[config.mk]
export PLATFORM = sky130hd
export DESIGN_NAME = irq_edge
export DESIGN_NICKNAME = d
export VERILOG_FILES = /design/src/rtl/irq_edge_pkg.sv /design/src/rtl/irq_edge_line.sv /design/src/rtl/irq_edge.sv
export SDC_FILE = /design/constraint.sdc
export NUM_CORES = 1
export LEC_CHECK = 0
export CELL_PAD_IN_SITES_DETAIL_PLACEMENT = 0
export CELL_PAD_IN_SITES_GLOBAL_PLACEMENT = 1
export CORE_ASPECT_RATIO = 1.75
export CORE_MARGIN = 2
export CORE_UTILIZATION = 50
export DETAILED_ROUTE_END_ITERATION = 10
export PLACE_DENSITY = 0.94
export RECOVER_POWER = 25
export SLEW_MARGIN = 30
export SYNTH_ARGS = -nofsm -noshare
export SYNTH_HDL_FRONTEND = slang
export SYNTH_SLANG_ARGS = --single-unit
[constraint.sdc]
create_clock -name clk -period 4.86 [get_ports clk]
set_input_delay 1.458 -clock clk [delete_from_list [all_inputs] [get_ports clk]]
set_output_delay 1.458 -clock clk [all_outputs]
set_load 0.05 [all_outputs]
[src/rtl/irq_edge_pkg.sv]
// Shared CSR offsets and field widths for the edge-detect interrupt block.
package irq_edge_pkg;
    localparam int DEB_W = 4;

    localparam logic [4:0] OFF_RISE  = 5'd0;
    localparam logic [4:0] OFF_FALL  = 5'd1;
    localparam logic [4:0] OFF_DEB   = 5'd2;
    localparam logic [4:0] OFF_STATE = 5'd3;
endpackage

[src/rtl/irq_edge_line.sv]
// One input line: 2-flop synchronizer, tick-based debounce and edge pulse.
module irq_edge_line
    import irq_edge_pkg::*;
(
    input  logic             clk,
    input  logic             rst_n,
    input  logic             line_in,
    input  logic             tick,
    input  logic [DEB_W-1:0] deb_n,
    input  logic             clear,
    input  logic             prime,
    input  logic             rise_en,
    input  logic             fall_en,
    output logic             stable_o,
    output logic             irq_o
);
    logic             s1_q, s2_q, stable_q, irq_q;
    logic             s1_d, s2_d, stable_d, irq_d;
    logic [DEB_W-1:0] cnt_q, cnt_d;

    always_comb begin
        s1_d     = line_in;
        s2_d     = s1_q;
        stable_d = stable_q;
        cnt_d    = cnt_q;
        if (prime || deb_n == '0) begin
            stable_d = s2_q;
            cnt_d    = '0;
        end else if (s2_q == stable_q || clear) begin
            // A DEB write restarts the count even if this cycle also ticks.
            cnt_d = '0;
        end else if (tick) begin
            if (cnt_q == deb_n - 1'b1) begin
                stable_d = s2_q;
                cnt_d    = '0;
            end else begin
                cnt_d = cnt_q + 1'b1;
            end
        end
        irq_d = !prime && (stable_d != stable_q) && (stable_d ? rise_en : fall_en);
    end

    always_ff @(posedge clk or negedge rst_n) begin
        if (!rst_n) begin
            s1_q     <= 1'b0;
            s2_q     <= 1'b0;
            stable_q <= 1'b0;
            cnt_q    <= '0;
            irq_q    <= 1'b0;
        end else begin
            s1_q     <= s1_d;
            s2_q     <= s2_d;
            stable_q <= stable_d;
            cnt_q    <= cnt_d;
            irq_q    <= irq_d;
        end
    end

    assign stable_o = stable_q;
    assign irq_o    = irq_q;
endmodule

[src/rtl/irq_edge.sv]
// Edge-triggered interrupt source: CSR block, debounce prescaler and
// post-reset priming shared by NUM_LINES per-line detectors.
module irq_edge
    import irq_edge_pkg::*;
#(
    parameter logic [4:0] BASE_ADDR = 5'h0,
    parameter int         NUM_LINES = 8,
    parameter int         TICK_DIV  = 256
) (
    input  logic                 clk,
    input  logic                 rst_n,
    input  logic [4:0]           csr_a,
    input  logic [7:0]           csr_di,
    input  logic                 csr_we,
    output logic [7:0]           csr_do,
    input  logic [NUM_LINES-1:0] lines_in,
    output logic [NUM_LINES-1:0] irqs_out
);
    localparam int DIV_W = $clog2(TICK_DIV);

    logic [NUM_LINES-1:0] rise_q, rise_d, fall_q, fall_d, stable;
    logic [DEB_W-1:0]     deb_q, deb_d;
    logic [DIV_W-1:0]     div_q, div_d;
    logic [1:0]           prime_q, prime_d;
    logic [4:0]           off;
    logic                 tick, prime, clear;

    assign off   = csr_a - BASE_ADDR;
    assign tick  = (div_q == DIV_W'(TICK_DIV - 1));
    assign prime = (prime_q != 2'd3);
    assign clear = csr_we && (off == OFF_DEB);

    always_comb begin
        rise_d  = rise_q;
        fall_d  = fall_q;
        deb_d   = deb_q;
        div_d   = tick ? '0 : div_q + 1'b1;
        prime_d = prime ? prime_q + 2'd1 : prime_q;
        if (csr_we) begin
            case (off)
                OFF_RISE: rise_d = csr_di[NUM_LINES-1:0];
                OFF_FALL: fall_d = csr_di[NUM_LINES-1:0];
                OFF_DEB:  deb_d  = csr_di[DEB_W-1:0];
                default:  ;
            endcase
        end
    end

    always_comb begin
        csr_do = '0;
        case (off)
            OFF_RISE:  csr_do[NUM_LINES-1:0] = rise_q;
            OFF_FALL:  csr_do[NUM_LINES-1:0] = fall_q;
            OFF_DEB:   csr_do[DEB_W-1:0]     = deb_q;
            OFF_STATE: csr_do[NUM_LINES-1:0] = stable;
            default:   ;
        endcase
    end

    always_ff @(posedge clk or negedge rst_n) begin
        if (!rst_n) begin
            rise_q  <= '0;
            fall_q  <= '0;
            deb_q   <= '0;
            div_q   <= '0;
            prime_q <= '0;
        end else begin
            rise_q  <= rise_d;
            fall_q  <= fall_d;
            deb_q   <= deb_d;
            div_q   <= div_d;
            prime_q <= prime_d;
        end
    end

    for (genvar i = 0; i < NUM_LINES; i++) begin : g_line
        irq_edge_line u_line (
            .clk      (clk),
            .rst_n    (rst_n),
            .line_in  (lines_in[i]),
            .tick     (tick),
            .deb_n    (deb_q),
            .clear    (clear),
            .prime    (prime),
            .rise_en  (rise_q[i]),
            .fall_en  (fall_q[i]),
            .stable_o (stable[i]),
            .irq_o    (irqs_out[i])
        );
    end
endmodule

==> results of run 1 <==
-- per-layer routing --
metal / GRT usage, % / part of all wire [%] / vias to the layer above
li1: - / - / 1697
met1: 25.0 / 40 / 1763
met2: 38.5 / 55 / 73
met3: 3.86 / 3.1 / 12
met4: 8.48 / 1.4 / 0
met5: 0 / 0 / -
-- area by class of cell --
class | count | area share (%)
sequential | 94 | 41.3
tap | 122 | 2.68
timing repair buffer | 45 | 9.03
multi-input combinational | 340 | 41.0
clock inverter | 6 | 1.65
inverter | 2 | 0.132
clock buffer | 10 | 4.20
-- layout by cell type, fill, tap and decap left out, drive strengths merged, types with 2 or more instances in the layout --
master and n:
xnor2 14, dlygate4sd3 8, a22o 11, and3 9
inv 3, and4 2, clkdlybuf4s50 22, nor2b 14
mux2i 8, mux2 29, o21ai 22, nand2 61
nand4b 8, a31oi 16, ha 12, xor2 34
o22ai 4, nand3b 11, nor3 9, dfrtp 94
nand4 10, buf 14, clkinv 2, nor2 12
clkbuf 11, a21oi 18, bufinv 2, nand3 29
-- kinds of logic (layout without fill, tap and decap cells) --
logic type	Yosys count	count (layout)	share of synthesized area, %
fa+ha+maj	12	12	3.12
buf+inv	24	63	2.55
flops	94	94	48.9
mux	37	37	8.45
simple gates	171	171	18.9
xor+xnor	48	48	9.13
compound gates	72	72	8.92
-- worst min path at each step --
stage / from / endpoint / slack [ps] / cells after the start
3_3_place_gp: g_line[4].u_line.s1_q / g_line[4].u_line.s2_q / 330 / 0
3_5_place_dp: g_line[1].u_line.s1_q / g_line[1].u_line.s2_q / 330 / 0
6_report: g_line[6].u_line.s1_q / g_line[6].u_line.s2_q / 350 / 0
5_1_grt: g_line[0].u_line.s1_q / g_line[0].u_line.s2_q / 350 / 0
4_1_cts: g_line[6].u_line.s1_q / g_line[6].u_line.s2_q / 350 / 0
2_1_floorplan: g_line[0].u_line.s1_q / g_line[0].u_line.s2_q / 330 / 0
-- power groups by stage --
stage | Sequential, mW | Combinational [mW] | Clock (mW)
global placement | 0.966 | 0.500 | 0
detailed placement | 0.969 | 0.509 | 0
floorplan | 0.928 | 0.393 | 0
global route | 0.968 | 0.555 | 0.818
finish | 0.957 | 0.511 | 0.768
CTS | 0.955 | 0.515 | 0.783
-- synth_stat cells, types with 10 or more instances --
library cell / number
xor2_1: 34
mux2_2: 29
ha_1: 12
nand4_1: 10
nand3b_1: 10
nor2b_1: 14
xnor2_1: 13
o21ai_0: 22
clkbuf_1: 12
nand3_1: 29
a22o_1: 11
a21oi_1: 18
nor2_1: 12
nand2_1: 61
a31oi_1: 16
dfrtp_1: 94
-- state kept, by name (all words and copies together) (netlist names) --
register and cells:
g_line.u_line.irq_o 8, fall_q 8, g_line.u_line.cnt_q 32, deb_q 4, g_line.u_line.s1_q 8, rise_q 8, div_q 8, prime_q 2
g_line.u_line.s2_q 8, g_line.u_line.stable_o 8
==> flow_metrics.tcl, run 1 <==
set metrics [dict create \
    status "complete, but fails checks" \
    failed_checks "max-capacitance violations, max-slew violations" \
    crit_chain "clkdlybuf4s50_1 > nor4_2 > buf_4 > nand2_1 > o21ai_0 > buf_12" \
    worstPathArrival_ps 2980 \
    fmax_ghz 0.225 \
    yosysWarnings 0 \
    yosysTopAreaCellShare_pct 48.9 \
    drc_errors 0 \
    crit_fanout 10 \
    start_kind "input port" \
    gr-total-overflow 0 \
    multi_input_area_um2 2330 \
    worst-path-buf-inv 3 \
    combinationalPowerShare_pct 22.9 \
    finalWirelength_mm 10.0 \
    track_usage_pct 21.4 \
    post_cts_buffers 0 \
    timing.final.crit_share_pct 91.3 \
    dp_hpwl_mm 7.14 \
    synth_edf_count 0 \
    period_minus_slack_ps 4440 \
    die_x_um 78.1 \
    r2r-start "deb_q[0]" \
    place_inst 602 \
    worstSkewPairLatency_ps 340 \
    nets 528 \
    post_cts_resized 0 \
    setup_ws_ps 421 \
    fin_setup_tns_ps 0 \
    cpMaxStageDelayCell "clkdlybuf4s50_1" \
    fin_area_um2 5690 \
    p_sw_share_pct 30.2 \
    num_rows 47 \
    relSlewSlack_pct -24.6 \
    syn_nets 494 \
    fin_util_pct 60.5 \
    wl_per_cell_um 16.2 \
    p_clk_share_pct 34.3 \
    cts_root_buf "clkbuf_16" \
    startpoint "csr_a[1]" \
    rsz0062_at_grt "false" \
    crit_type "input port to primary output" \
    finalMaxSlewViolations 77 \
    drt-initial-drc-count 249 \
    cts.sinks 94 \
    numPortBuffers 39 \
    place_congestion 0.812 \
    cp_top_family "buffers and inverters" \
    nFillCells 792 \
    regArea_um2 2350 \
    die_y_um 134 \
    pre_cts_slack_ps 415 \
    start_util_pct 51.1 \
    first_pass_iters 4 \
    ys_async_sr_fraction_pct 100 \
    diodes 0 \
    area_growth_pct 18.4 \
    cpPeakStageDelay_ps 460 \
    cp_num_cells 6 \
    syn-cell-area_um2 4810 \
    p_total_mw 2.24 \
    intPower_mw 1.56 \
    grt_pass1_vias 3688 \
    hold_slack_ps 348 \
    fp.coreArea_um2 9410 \
    p_sw_mw 0.675 \
    ant_nets 0 \
    yosysSeqAreaShare_pct 48.9 \
    reg2reg_depth 6 \
    clockBufferDepth 2 \
    r2r_slack_ps 1890 \
    worst_slew_pin_slew_ps 1870 \
    synth.avg_cell_area_um2 10.5 \
    maxCapViolations 1 \
    crit_required_ps 3400 \
    antenna_found_initial 0 \
    setup.worst_path.end "csr_do[5]" \
    layoutNonFillerInstCount 619 \
    cts_tree "yes" \
    synth_cells 458 \
    p_leak_nw 2.44 \
    ios 40 \
    clkTransAtPathRegs_ps 70 \
    clock_skew_ps 8.98 \
    drive_gt1_share_pct 13.3 \
    viasPerCell 5.73 \
    hold_viol 0 \
    grt_max_degree 77 \
    yosys-top-cells-area "dfrtp_1 (49%), mux2_2 (6.8%), xor2_1 (6.2%)" \
    peakVddDrop_mv 0.307 \
    cts_made_buffers 9 \
    holdBufCountCts 0 \
    die_area_um2 10500 \
    ys_ff_latch 94 \
    cellPowerDensity_nw_per_um2 393 \
    post_dp_cell_area_um2 5350 \
    htree_levels 3 \
    seqPwrFrac_pct 42.8 \
    hold_path.class "flop to flop" \
    synth_cell_types 36 \
    setup_viol 0 \
    grt_pass1_wl_mm 17.6 \
    synth_ff_type "dfrtp_1" \
    endpoint_kind "primary output" \
    yosys.area.top_type "dfrtp_1" \
    vias 3545 \
    regToRegEndpoint "g_line[1].u_line.cnt_q[3]" \
]
Note: power is estimated with default switching activity, not from simulation.
==> run 2, diff against run 1 <==
--- a/config.mk
+++ b/config.mk
@@ -10,6 +10,7 @@
 export CORE_ASPECT_RATIO = 1.75
 export CORE_MARGIN = 2
 export CORE_UTILIZATION = 50
+export CTS_CLUSTER_DIAMETER = 40
 export DETAILED_ROUTE_END_ITERATION = 10
 export PLACE_DENSITY = 0.94
 export RECOVER_POWER = 25
==> results of run 2 <==
No change in the layout: final DEF, timing and power equal those of run 1.
